File: src/rtl/branch_pkg.sv
// Shared types for the branch resolver: op encoding, FSM states
// and op-class helpers used by the resolver and its condition unit.
package branch_pkg;

   typedef enum logic [3:0] {
      OP_BEQ    = 4'd0,
      OP_BNE    = 4'd1,
      OP_BLEZ   = 4'd2,
      OP_BGTZ   = 4'd3,
      OP_BLTZ   = 4'd4,
      OP_BGEZ   = 4'd5,
      OP_BLTZAL = 4'd6,
      OP_BGEZAL = 4'd7,
      OP_J      = 4'd8,
      OP_JAL    = 4'd9,
      OP_JR     = 4'd10,
      OP_JALR   = 4'd11
   } branch_op_t;

   typedef enum logic [1:0] {
      S_IDLE,
      S_EVAL,
      S_REDIRECT
   } state_t;

   function automatic logic isLinkOp(logic [3:0] op);
      return (op == OP_BLTZAL) || (op == OP_BGEZAL) ||
             (op == OP_JAL)    || (op == OP_JALR);
   endfunction

   function automatic logic isUnconditional(logic [3:0] op);
      return (op == OP_J)  || (op == OP_JAL) ||
             (op == OP_JR) || (op == OP_JALR);
   endfunction

endpackage

File: src/rtl/branch_condition.sv
// Combinational branch condition unit: signed compare of a/b per op.
// Ports: op (4b), a, b (BITS) in; taken, legal out.
module branch_condition
   import branch_pkg::*;
#(
   parameter int BITS = 32
) (
   input  logic [3:0]      op,
   input  logic [BITS-1:0] a,
   input  logic [BITS-1:0] b,
   output logic            taken,
   output logic            legal
);

   logic neg;
   logic zero;

   assign neg  = a[BITS-1];
   assign zero = (a == '0);

   always_comb begin
      taken = 1'b0;
      legal = 1'b1;
      if (isUnconditional(op)) begin
         taken = 1'b1;
      end else begin
         case (op)
            OP_BEQ:    taken = (a == b);
            OP_BNE:    taken = (a != b);
            OP_BLEZ:   taken = neg | zero;
            OP_BGTZ:   taken = ~neg & ~zero;
            OP_BLTZ,
            OP_BLTZAL: taken = neg;
            OP_BGEZ,
            OP_BGEZAL: taken = ~neg;
            default:   legal = 1'b0;
         endcase
      end
   end

endmodule

File: src/rtl/branch_resolver.sv
// Resolves EX-stage branches/jumps into a held fetch redirect, a link
// pulse, a flush pulse and a saturating taken counter.
// Ports: clk/reset; issue handshake + operands; redirect handshake;
// flush, linkValid/linkAddress, illegalOp, takenCount.
module branch_resolver
   import branch_pkg::*;
#(
   parameter int BITS       = 32,
   parameter int ADDR_BITS  = 32,
   parameter int COUNT_BITS = 16
) (
   input  logic                  clk,
   input  logic                  reset,
   input  logic                  issueValid,
   output logic                  issueReady,
   input  logic [3:0]            op,
   input  logic [BITS-1:0]       a,
   input  logic [BITS-1:0]       b,
   input  logic [ADDR_BITS-1:0]  pc,
   input  logic [15:0]           offset,
   input  logic [25:0]           target26,
   output logic                  redirectValid,
   output logic [ADDR_BITS-1:0]  redirectTarget,
   input  logic                  redirectAccept,
   output logic                  flush,
   output logic                  linkValid,
   output logic [ADDR_BITS-1:0]  linkAddress,
   output logic                  illegalOp,
   output logic [COUNT_BITS-1:0] takenCount
);

   state_t                state_q, state_d;
   logic [3:0]            op_q, op_d;
   logic [BITS-1:0]       a_q, a_d;
   logic [BITS-1:0]       b_q, b_d;
   logic [ADDR_BITS-1:0]  pc_q, pc_d;
   logic [15:0]           offset_q, offset_d;
   logic [25:0]           t26_q, t26_d;
   logic                  redirectValid_q, redirectValid_d;
   logic [ADDR_BITS-1:0]  redirectTarget_q, redirectTarget_d;
   logic [ADDR_BITS-1:0]  linkAddress_q, linkAddress_d;
   logic [COUNT_BITS-1:0] takenCount_q, takenCount_d;

   logic                  taken;
   logic                  legal;
   logic [ADDR_BITS-1:0]  pc4;
   logic [ADDR_BITS-1:0]  boff;
   logic [ADDR_BITS-1:0]  target;

   branch_condition #(.BITS(BITS)) u_cond (
      .op    (op_q),
      .a     (a_q),
      .b     (b_q),
      .taken (taken),
      .legal (legal)
   );

   always_comb begin
      pc4  = pc_q + ADDR_BITS'(4);
      boff = {{(ADDR_BITS-18){offset_q[15]}}, offset_q, 2'b00};
      if (op_q == OP_JR || op_q == OP_JALR) begin
         target = a_q[ADDR_BITS-1:0];
      end else if (op_q == OP_J || op_q == OP_JAL) begin
         // Keep the upper PC bits of the delay slot, replace [27:0].
         target       = pc4;
         target[27:0] = {t26_q, 2'b00};
      end else begin
         target = pc4 + boff;
      end
   end

   always_comb begin
      state_d          = state_q;
      op_d             = op_q;
      a_d              = a_q;
      b_d              = b_q;
      pc_d             = pc_q;
      offset_d         = offset_q;
      t26_d            = t26_q;
      redirectValid_d  = redirectValid_q;
      redirectTarget_d = redirectTarget_q;
      linkAddress_d    = linkAddress_q;
      takenCount_d     = takenCount_q;
      case (state_q)
         S_IDLE: begin
            if (issueValid) begin
               op_d          = op;
               a_d           = a;
               b_d           = b;
               pc_d          = pc;
               offset_d      = offset;
               t26_d         = target26;
               linkAddress_d = pc + ADDR_BITS'(8);
               state_d       = S_EVAL;
            end
         end
         S_EVAL: begin
            if (taken) begin
               redirectTarget_d = target;
               redirectValid_d  = 1'b1;
               if (takenCount_q != '1) begin
                  takenCount_d = takenCount_q + 1'b1;
               end
               state_d = S_REDIRECT;
            end else begin
               state_d = S_IDLE;
            end
         end
         S_REDIRECT: begin
            if (redirectAccept) begin
               redirectValid_d = 1'b0;
               state_d         = S_IDLE;
            end
         end
         default: begin
            redirectValid_d = 1'b0;
            state_d         = S_IDLE;
         end
      endcase
   end

   always_ff @(posedge clk) begin
      if (reset) begin
         state_q          <= S_IDLE;
         op_q             <= '0;
         a_q              <= '0;
         b_q              <= '0;
         pc_q             <= '0;
         offset_q         <= '0;
         t26_q            <= '0;
         redirectValid_q  <= 1'b0;
         redirectTarget_q <= '0;
         linkAddress_q    <= '0;
         takenCount_q     <= '0;
      end else begin
         state_q          <= state_d;
         op_q             <= op_d;
         a_q              <= a_d;
         b_q              <= b_d;
         pc_q             <= pc_d;
         offset_q         <= offset_d;
         t26_q            <= t26_d;
         redirectValid_q  <= redirectValid_d;
         redirectTarget_q <= redirectTarget_d;
         linkAddress_q    <= linkAddress_d;
         takenCount_q     <= takenCount_d;
      end
   end

   // Pulses are gated by reset so a reset cycle never flushes or links.
   assign issueReady     = (state_q == S_IDLE);
   assign flush          = (state_q == S_REDIRECT) & redirectAccept & ~reset;
   assign linkValid      = (state_q == S_EVAL) & legal & isLinkOp(op_q) & ~reset;
   assign illegalOp      = (state_q == S_EVAL) & ~legal & ~reset;
   assign redirectValid  = redirectValid_q;
   assign redirectTarget = redirectTarget_q;
   assign linkAddress    = linkAddress_q;
   assign takenCount     = takenCount_q;

endmodule

File: config.mk
export PLATFORM = sky130hd
export DESIGN_NAME = branch_resolver
export DESIGN_NICKNAME = d
export VERILOG_FILES = /design/src/rtl/branch_pkg.sv /design/src/rtl/branch_condition.sv /design/src/rtl/branch_resolver.sv
export SDC_FILE = /design/constraint.sdc
export NUM_CORES = 1
export LEC_CHECK = 0
export BUFFER_PORTS_ARGS = -buffer_cell sky130_fd_sc_hd__buf_2
export CAP_MARGIN = 15
export CORE_MARGIN = 2
export CORE_UTILIZATION = 50
export CTS_CLUSTER_DIAMETER = 200
export DETAILED_ROUTE_END_ITERATION = 8
export PLACE_DENSITY = 0.84
export SYNTH_ARGS = -nofsm -noshare
export SYNTH_HDL_FRONTEND = slang
export SYNTH_SLANG_ARGS = --single-unit
File: constraint.sdc
create_clock -name clk -period 9.4 [get_ports clk]
set_input_delay 0.47 -clock clk [delete_from_list [all_inputs] [get_ports clk]]
set_output_delay 0.47 -clock clk [all_outputs]
set_load 0.02 [all_outputs]
==> results_dict.tcl, run 1 <==
set metrics [dict create \
    crit_slowest_cell "or4b_1" \
    reg2reg_slack_ns 5.37 \
    cts_setup_buffers 0 \
    yosysUniqueCellTypes 64 \
    outcome "finished clean" \
    grt_usage 0.267 \
    gp_congestion 0.897 \
    criticalPathCategory "reg2reg" \
    crit_arrival_ns 4.40 \
    worstPathRequired_ns 9.78 \
    synth_enable_flop_cells 0 \
    root_buffer "clkbuf_16" \
    stdcell_count 2047 \
    fin_util 0.596 \
    worst_pin_slew_ns 1.10 \
    cts_buffer_depth 3 \
    combinationalPowerShare 0.165 \
    top_usage_layer "met2" \
    timing.final.crit_share 0.428 \
    slew_headroom 0.265 \
    dp.cells 2004 \
    via_per_inst 5.63 \
    final_cell_area_sq_mm 0.0139 \
    clock_power_share 0.408 \
    rsz0062_at_grt "no" \
    net-switching-power_mw 0.701 \
    start_kind "flop" \
    drive_gt1_frac 0.172 \
    drv_slew 0 \
    cts_buffers 24 \
    start_util 0.507 \
    grt_max_degree 151 \
    holdPathStages 3 \
    crit_chain "and4_1, nand2_1, nor3_1, nand4_1, xnor2_1, ha_1, a21o_1, o41ai_1, or4b_1, nand3_1, nor4b_1, o32ai_1" \
    ys_warn_count 0 \
    hp-class "in2reg" \
    ys.flop_type "dfxtp_1" \
    ios 231 \
    critPathMaxStageDelay_ns 0.57 \
    pwr-share-seq 0.427 \
    dp_hpwl_mm 24.6 \
    die_h_um 158 \
    netlist_instances 1549 \
    cellLeakagePower_nw 5.97 \
    grt_util_met3 0.0408 \
    grt_pass1_wl_mm 53.5 \
    ys_ff_latch 222 \
    endpoint_kind "flop" \
    synth_fp_nets 1733 \
    cap_violations 0 \
    antenna_found_initial 0 \
    fmax_ghz 0.248 \
    finalWirelength_mm 34.2 \
    synth_area_leaders "dfxtp_1 (38%), nand2_1 (12%), a21oi_1 (8.3%), xor2_1 (4.4%), ha_1 (3.9%)" \
    route.detailed.drc 0 \
    syn_avg_cell_area_sq_um 7.64 \
    ctsHtreeMaxLevel 1 \
    dieArea_sq_mm 0.0249 \
    tns_ns 0 \
    die_w_um 158 \
    clkSinkCount 222 \
    power.internal_mw 1.77 \
    ys_seq_area_frac 0.376 \
    cp.buffers_inverters 0 \
    cts_tree "built" \
    drtPass1Iterations 7 \
    diodes 0 \
    via_count 11500 \
    finalSetupViolations 0 \
    avgRoutedWirePerCell_um 16.7 \
    fin_skew_ns 0.0117 \
    syn_area_sq_mm 0.0118 \
    powerDensity_mw_per_mm2 178 \
    totalPowerFinal_mw 2.47 \
    area_growth_pct 17.5 \
    dpl-instance-area_sq_mm 0.0131 \
    cts_hold_buf 0 \
    netSwitchingFraction 0.283 \
    vdd_drop_max_mv 0.134 \
    worst-path-stages 12 \
    rows 56 \
    yosysTopAreaCellShare 0.376 \
    port_buffers 230 \
    critPathTopFamily "simple AND/OR/NAND/NOR gates" \
    post_cts_resized 0 \
    crit_fanout 6 \
    overflow 0 \
    hold_start "a[9]" \
    first_global_vias 10500 \
    fin_crit_ns 4.03 \
    holdPathEnd "a_q[9]$_SDFFE_PP0P_" \
    worstReg2RegStart "pc_q[5]$_SDFFE_PP0P_" \
    final_hold_viol_count 0 \
    clk_latency_ns 0.52 \
    regToRegEndpoint "redirectTarget[27]$_SDFFE_PP0P_" \
    yosysTopAreaCell "dfxtp_1" \
    drt_iter0_markers 1020 \
    clkTransAtPathRegs_ns 0.06 \
    fillers 2079 \
    core-area_sq_mm 0.0233 \
    netlist_top_cells_count "nand2_1 (364), dfxtp_1 (222), a21oi_1 (196)" \
    final_antenna_net_count 0 \
    globalRouteMet2Util 0.420 \
    r2r_cells 12 \
    grtUsageMet1 0.367 \
    synth_most_common_cell "nand2_1" \
    fin_nets 1895 \
    async_reset_ff_frac 0 \
]
cell usage in the layout (no fill, tap or decap), types with 7 or more instances in the layout:
cell type,instances
a211oi_1,36
a21o_1,15
a21oi_1,196
a311oi_1,12
a31oi_1,8
and2_1,8
and3_1,21
and4_1,10
buf_2,229
buf_4,7
clkbuf_16,25
dfxtp_1,221
ha_1,37
inv_1,19
mux2_2,8
mux2i_1,31
nand2_1,363
nand2b_1,9
nand3_1,47
nand4_1,22
nor2_1,110
nor2b_1,7
nor3_1,19
nor4_1,23
o21ai_0,39
or3_1,7
xnor2_1,43
xor2_1,59
worst max path at each step:
| stage | startpoint | endpoint | slack, ns |
|---|---|---|---|
| CTS | pc_q[5]$_SDFFE_PP0P_ | redirectTarget[27]$_SDFFE_PP0P_ | 5.45 |
| finish | pc_q[5]$_SDFFE_PP0P_ | redirectTarget[27]$_SDFFE_PP0P_ | 5.37 |
| global route | pc_q[5]$_SDFFE_PP0P_ | redirectTarget[27]$_SDFFE_PP0P_ | 5.15 |
| floorplan | pc_q[5]$_SDFFE_PP0P_ | redirectTarget[27]$_SDFFE_PP0P_ | 6.01 |
| detailed placement | pc_q[6]$_SDFFE_PP0P_ | redirectTarget[27]$_SDFFE_PP0P_ | 5.48 |
| global placement | pc_q[5]$_SDFFE_PP0P_ | redirectTarget[27]$_SDFFE_PP0P_ | 5.62 |
power groups by stage:
stage	clock [mW]	combinational [mW]	sequential, mW
2_1_floorplan	0	0.258	1.08
3_3_place_gp	0	0.396	1.07
3_5_place_dp	0	0.402	1.08
4_1_cts	1.02	0.405	1.06
5_1_grt	1.06	0.453	1.06
6_report	1.01	0.409	1.06
worst reg2reg max path, stage by stage (launching register included):
cell	delay, ns
dfxtp_1	0.41
and4_1	0.32
nand2_1	0.13
nor3_1	0.49
nand4_1	0.19
xnor2_1	0.16
ha_1	0.34
a21o_1	0.22
o41ai_1	0.51
or4b_1	0.57
nand3_1	0.10
nor4b_1	0.31
o32ai_1	0.15
per-stage QoR:
stage          setup WS, ns  hold WS, ns
6_report               5.37        0.187
3_3_place_gp           5.62        0.442
3_5_place_dp           5.48        0.447
4_1_cts                5.45        0.177
2_1_floorplan          6.01        0.434
5_1_grt                5.15        0.185
state kept, by name, indices dropped and copies added (netlist names):
name and count:
b_q 32, t26_q 26, a_q 32, linkAddress 29, redirectValid 1, redirectTarget 32, pc_q 32, op_q 4
takenCount 16, offset_q 16, state_q 2
layer usage:
layer | vias to the layer above | routed length, um | share of wire
met5 | - | 0 | 0
li1 | 5711 | - | -
met4 | 0 | 1290 | 0.038
met1 | 5258 | 15200 | 0.44
met3 | 81 | 2600 | 0.076
met2 | 478 | 15100 | 0.44
cells by family after synthesis:
| kind of cell | after synthesis | synth area share |
|---|---|---|
| compound gates | 356 | 0.180 |
| simple gates | 672 | 0.255 |
| fa+ha+maj | 38 | 0.0408 |
| mux | 39 | 0.0338 |
| flops | 222 | 0.376 |
| xor+xnor | 102 | 0.0755 |
| buf+inv | 120 | 0.0393 |
cell type report:
cell class / count / area [sq um] / share of cell area
flip-flops and latches: 222 / 4450 / 0.320
clock buffers: 33 / 686 / 0.0493
repair buffers: 237 / 1210 / 0.0870
multi-input cells: 1207 / 6940 / 0.499
inverters: 19 / 71.3 / 0.00513
well taps: 319 / 399 / 0.0287
clock inverters: 10 / 156 / 0.0112
Power figures use the tool's default switching activity.
==> run 2, diff against run 1 <==
==> constraint.sdc (replaced) <==
create_clock -name clk -period 3.8 [get_ports clk]
set_input_delay 0.19 -clock clk [delete_from_list [all_inputs] [get_ports clk]]
set_output_delay 0.19 -clock clk [all_outputs]
set_load 0.02 [all_outputs]
==> results_dict.tcl, run 2 (same netlist as run 1, synthesis figures left out) <==
set metrics [dict create \
    dpl-instance-area_sq_mm 0.0132 \
    clk_latency_ns 0.54 \
    reg2reg_slack_ns 0.22 \
    cts_setup_buffers 0 \
    hold_start "reset" \
    fillers 1900 \
    dp.cells 2015 \
    start_util 0.507 \
    core-area_sq_mm 0.0233 \
    stdcell_count 2203 \
    first_global_vias 12100 \
    critPathTopFamily "compound AO/OA/AOI/OAI gates" \
    clock_power_share 0.391 \
    die_h_um 158 \
    worstPathRequired_ns 4.24 \
    netSwitchingFraction 0.297 \
    cap_violations 0 \
    drtPass1Iterations 6 \
    rsz0062_at_grt "yes" \
    cts_buffer_depth 3 \
    dieArea_sq_mm 0.0249 \
    grt_max_degree 146 \
    holdPathStages 2 \
    antenna_found_initial 2 \
    drive_gt1_frac 0.169 \
    drt_iter0_markers 936 \
    ios 231 \
    port_buffers 230 \
    clkTransAtPathRegs_ns 0.07 \
    regArea_sq_mm 0.00445 \
    r2r_cells 12 \
    gp_congestion 0.894 \
    final_cell_area_sq_mm 0.0155 \
    drv_slew 0 \
    final_antenna_net_count 0 \
    multiInputGateArea_sq_mm 0.00699 \
    vdd_drop_max_mv 0.349 \
    rows 56 \
    criticalPathCategory "reg2reg" \
    worst_slack_ns 0.218 \
    final_hold_viol_count 0 \
    fin_skew_ns 0.0238 \
    power.internal_mw 4.38 \
    timing.final.crit_share 0.943 \
    area_growth_pct 30.9 \
    hold_ws_ns 0.0920 \
    ctsHtreeMaxLevel 1 \
    cellLeakagePower_nw 6.65 \
    clkSinkCount 222 \
    die_w_um 158 \
    pre_cts_ws_ns 0.0823 \
    regToRegEndpoint "redirectTarget[31]$_SDFFE_PP0P_" \
    finalWirelength_mm 40.0 \
    finalSetupViolations 0 \
    fmax_ghz 0.279 \
    root_buffer "clkbuf_16" \
    final_cell_mix "nand2_1 (363), buf_2 (229), dfxtp_1 (220)" \
    outcome "finished clean" \
    pwr-share-seq 0.420 \
    critPathLaunch "pc_q[6]$_SDFFE_PP0P_" \
    net-switching-power_mw 1.85 \
    final_common_cell "nand2_1" \
    crit_chain "and4_4, nand4_1, xnor2_1, ha_1, and3_1, a221o_1, o21ai_1, nand3_1, a211o_1, nor2b_1, o311a_1, o32ai_2" \
    crit_fanout 6 \
    grt_pass1_wl_mm 61.9 \
    via_per_inst 5.63 \
    crit_slowest_cell "dfxtp_1" \
    slew_headroom 0.447 \
    critPathMaxStageDelay_ns 0.40 \
    overflow 0 \
    powerDensity_mw_per_mm2 402 \
    cts_buffers 24 \
    crit_arrival_ns 4.02 \
    holdPathEnd "takenCount[1]$_SDFFE_PP0P_" \
    via_count 12400 \
    fin_nets 2049 \
    dp_hpwl_mm 25.5 \
    fin_crit_ns 3.58 \
    hp-class "in2reg" \
    route.detailed.drc 0 \
    worstReg2RegStart "pc_q[6]$_SDFFE_PP0P_" \
    start_kind "flop" \
    cts_tree "built" \
    endpoint_kind "flop" \
    worst_pin_slew_ns 0.829 \
    avgRoutedWirePerCell_um 18.1 \
    cp.buffers_inverters 0 \
    grt_usage 0.311 \
    combinationalPowerShare 0.189 \
]
## run 2: power groups by stage
stage / combinational, mW / sequential [mW] / clock, mW
after floorplan: 0.639 / 2.67 / 0
after global routing: 1.29 / 2.63 / 2.53
after global placement: 0.996 / 2.66 / 0
after detailed placement: 1.01 / 2.66 / 0
final: 1.18 / 2.62 / 2.44
after CTS: 1.13 / 2.61 / 2.44
## run 2: metrics by stage
step	utilization	setup TNS, ns	power (mW)
finish	0.664	0	6.23
global route	0.664	-0.0320	6.45
CTS	0.662	0	6.19
detailed placement	0.565	0	3.68
global placement	0.565	0	3.65
floorplan	-	0	3.31
## run 2: worst max-delay path by stage
stage | endpoint | slack, ns | depth (start not counted)
global placement | redirectTarget[27]$_SDFFE_PP0P_ | 0.16 | 13
detailed placement | redirectTarget[27]$_SDFFE_PP0P_ | 0.08 | 14
CTS | redirectTarget[27]$_SDFFE_PP0P_ | 0.02 | 14
finish | redirectTarget[31]$_SDFFE_PP0P_ | 0.22 | 12
global route | redirectTarget[27]$_SDFFE_PP0P_ | -0.03 | 13
floorplan | redirectTarget[27]$_SDFFE_PP0P_ | 0.41 | 13
## run 2: cell type report
class	count	area share
diodes	3	0.000485
clock buffers	33	0.0448
clock inverters	9	0.00791
inverters	19	0.00460
multi-input cells	1207	0.451
flip-flops and latches	222	0.287
well taps	319	0.0258
repair buffers	391	0.178
## run 2: what timing repair did
item / in CTS / in global routing
gates resized for setup: 0 / 11
setup endpoints to repair: 0 / 7
endpoints found under the hold margin: 152 / 0
hold buffers: 143 / 0
## run 2: metal layers
layer,GRT usage,vias to the layer above,part of all wire
li1,-,6014,-
met1,0.387,5716,0.42
met2,0.521,549,0.46
met3,0.0561,134,0.071
met4,0.147,0,0.047
met5,0,-,0
==> run 3, diff against run 2 <==
--- a/config.mk
+++ b/config.mk
@@ -11,7 +11,8 @@
 export CORE_UTILIZATION = 50
 export CTS_CLUSTER_DIAMETER = 200
 export DETAILED_ROUTE_END_ITERATION = 8
-export PLACE_DENSITY = 0.84
+export PLACE_DENSITY = 0.85
 export SYNTH_ARGS = -nofsm -noshare
 export SYNTH_HDL_FRONTEND = slang
+export SYNTH_HIERARCHICAL = 1
 export SYNTH_SLANG_ARGS = --single-unit
==> results_dict.tcl, run 3 <==
set metrics [dict create \
    outcome "finished clean" \
    net-switching-power_mw 1.81 \
    cellLeakagePower_nw 6.55 \
    start_util 0.508 \
    clkTransAtPathRegs_ns 0.07 \
    netlist_top_cells_count "nand2_1 (363), dfxtp_1 (222), a21oi_1 (183)" \
    crit_fanout 15 \
    tns_ns 0 \
    via_count 12400 \
    yosysTopAreaCellShare 0.388 \
    die_h_um 155 \
    final_cell_mix "nand2_1 (362), buf_2 (229), dfxtp_1 (220)" \
    core-area_sq_mm 0.0226 \
    vdd_drop_max_mv 0.253 \
    ctsHtreeMaxLevel 1 \
    netlist_instances 1462 \
    pwr-share-seq 0.429 \
    drt_iter0_markers 1368 \
    cts_buffers 25 \
    yosysTopAreaCell "dfxtp_1" \
    powerDensity_mw_per_mm2 404 \
    fin_crit_ns 3.57 \
    syn_avg_cell_area_sq_um 7.84 \
    netSwitchingFraction 0.298 \
    slew_headroom 0.246 \
    start_kind "flop" \
    fin_skew_ns 0.0153 \
    worstPathRequired_ns 4.20 \
    worst_pin_slew_ns 1.13 \
    root_buffer "clkbuf_16" \
    clock_power_share 0.387 \
    hp-class "in2reg" \
    crit_arrival_ns 3.97 \
    endpoint_kind "flop" \
    fmax_ghz 0.280 \
    final_common_cell "nand2_1" \
    port_buffers 230 \
    yosysUniqueCellTypes 72 \
    final_antenna_net_count 0 \
    synth_enable_flop_cells 0 \
    fin_util 0.668 \
    avgRoutedWirePerCell_um 19.3 \
    synth_area_leaders "dfxtp_1 (39%), nand2_1 (12%), a21oi_1 (8.0%), xor2_1 (5.3%), ha_1 (4.0%)" \
    dpl-instance-area_sq_mm 0.0128 \
    clkSinkCount 222 \
    grt_usage 0.323 \
    dp_hpwl_mm 25.2 \
    synth_fp_nets 1646 \
    ios 231 \
    ys_warn_count 6 \
    cap_violations 0 \
    fin_nets 1986 \
    final_cell_area_sq_mm 0.0151 \
    drive_gt1_frac 0.175 \
    route.detailed.drc 0 \
    grt_max_degree 120 \
    ys_ff_latch 222 \
    clk_latency_ns 0.53 \
    grt_pass1_wl_mm 62.6 \
    cts_buffer_depth 3 \
    timing.final.crit_share 0.940 \
    finalSetupViolations 0 \
    criticalPathCategory "reg2reg" \
    area_growth_pct 31.5 \
    finalWirelength_mm 40.7 \
    syn_area_sq_mm 0.0115 \
    dieArea_sq_mm 0.0241 \
    drv_slew 0 \
    cts_tree "built" \
    gp_congestion 0.928 \
    final_hold_viol_count 0 \
    overflow 0 \
    ys.flop_type "dfxtp_1" \
    fillers 1734 \
    via_per_inst 5.91 \
    drtPass1Iterations 6 \
    antenna_found_initial 1 \
    ys_seq_area_frac 0.388 \
    combinationalPowerShare 0.184 \
    async_reset_ff_frac 0 \
    first_global_vias 12000 \
    synth_most_common_cell "nand2_1" \
    rsz0062_at_grt "no" \
    rows 55 \
    cts_setup_buffers 0 \
    die_w_um 155 \
    power.internal_mw 4.27 \
]
[run 3: timing repair]
action / CTS / global route
endpoints found under the hold margin: 147 / 0
hold buffers: 142 / 0
endpoints found under the setup margin: 0 / 3
resized for setup: 0 / 4
[run 3: worst paths after layout]
check	from	endpoint	slack, ns	depth (start not counted)
worst max-delay path	a_q[7]$_SDFFE_PP0P_	redirectTarget[30]$_SDFFE_PP0P_	0.23	14
worst min-delay path	redirectAccept	state_q[1]$_SDFFE_PP0P_	0.01	3
worst min register to register	linkAddress[4]$_SDFFE_PP0P_	linkAddress[4]$_SDFFE_PP0P_	0.46	2
worst max register to register	a_q[7]$_SDFFE_PP0P_	redirectTarget[30]$_SDFFE_PP0P_	0.23	14
[run 3: cells by family after synthesis]
kind of cell    synth area share
buf+inv                   0.0330
simple gates               0.243
compound gates             0.176
fa+ha+maj                 0.0421
xor+xnor                  0.0915
flops                      0.388
mux                       0.0273
[run 3: critical path: stages, from the launching register on]
cell	delay, ns
dfxtp_1	0.51
xor2_1	0.25
nor4_4	0.22
nand4_1	0.17
o311ai_1	0.31
nor3b_1	0.31
buf_4	0.19
and3b_1	0.29
buf_4	0.28
nor2_1	0.09
buf_4	0.25
a32oi_1	0.19
o21ai_0	0.13
a31oi_1	0.15
o21ai_0	0.10
[run 3: stage by stage]
stage / cells / power [mW] / hold slack [ns] / worst slack, ns
floorplan: 1462 / 3.24 / 0.326 / 0.455
global route: 2105 / 6.27 / 0.0428 / 0.0122
finish: 2106 / 6.08 / 0.0146 / 0.230
detailed placement: 1918 / 3.59 / 0.438 / 0.199
CTS: 2104 / 5.99 / 0.00108 / 0.154
global placement: 1918 / 3.57 / 0.434 / 0.345
[run 3: cell type report]
cell class,count,area [sq um],share of cell area
antenna,2,5.00,0.000332
clock buffer,32,682,0.0453
clock inverter,12,98.8,0.00656
inverter,13,48.8,0.00324
multi-input combinational,1145,6670,0.442
sequential,222,4450,0.295
tap,285,357,0.0237
timing repair buffer,395,2760,0.183
[run 3: per-layer routing]
metal,up-vias,wire length [um],GRT usage
li1,5734,-,-
met1,5726,15700,0.395
met2,773,18700,0.534
met3,205,3760,0.0635
met4,0,2510,0.180
met5,-,0,0
[run 3: power groups by stage]
stage	Sequential [mW]	Combinational (mW)	Clock (mW)
after floorplan	2.67	0.571	0
after detailed placement	2.65	0.939	0
after global placement	2.64	0.923	0
after CTS	2.60	1.06	2.33
final	2.61	1.12	2.35
after global routing	2.62	1.20	2.45
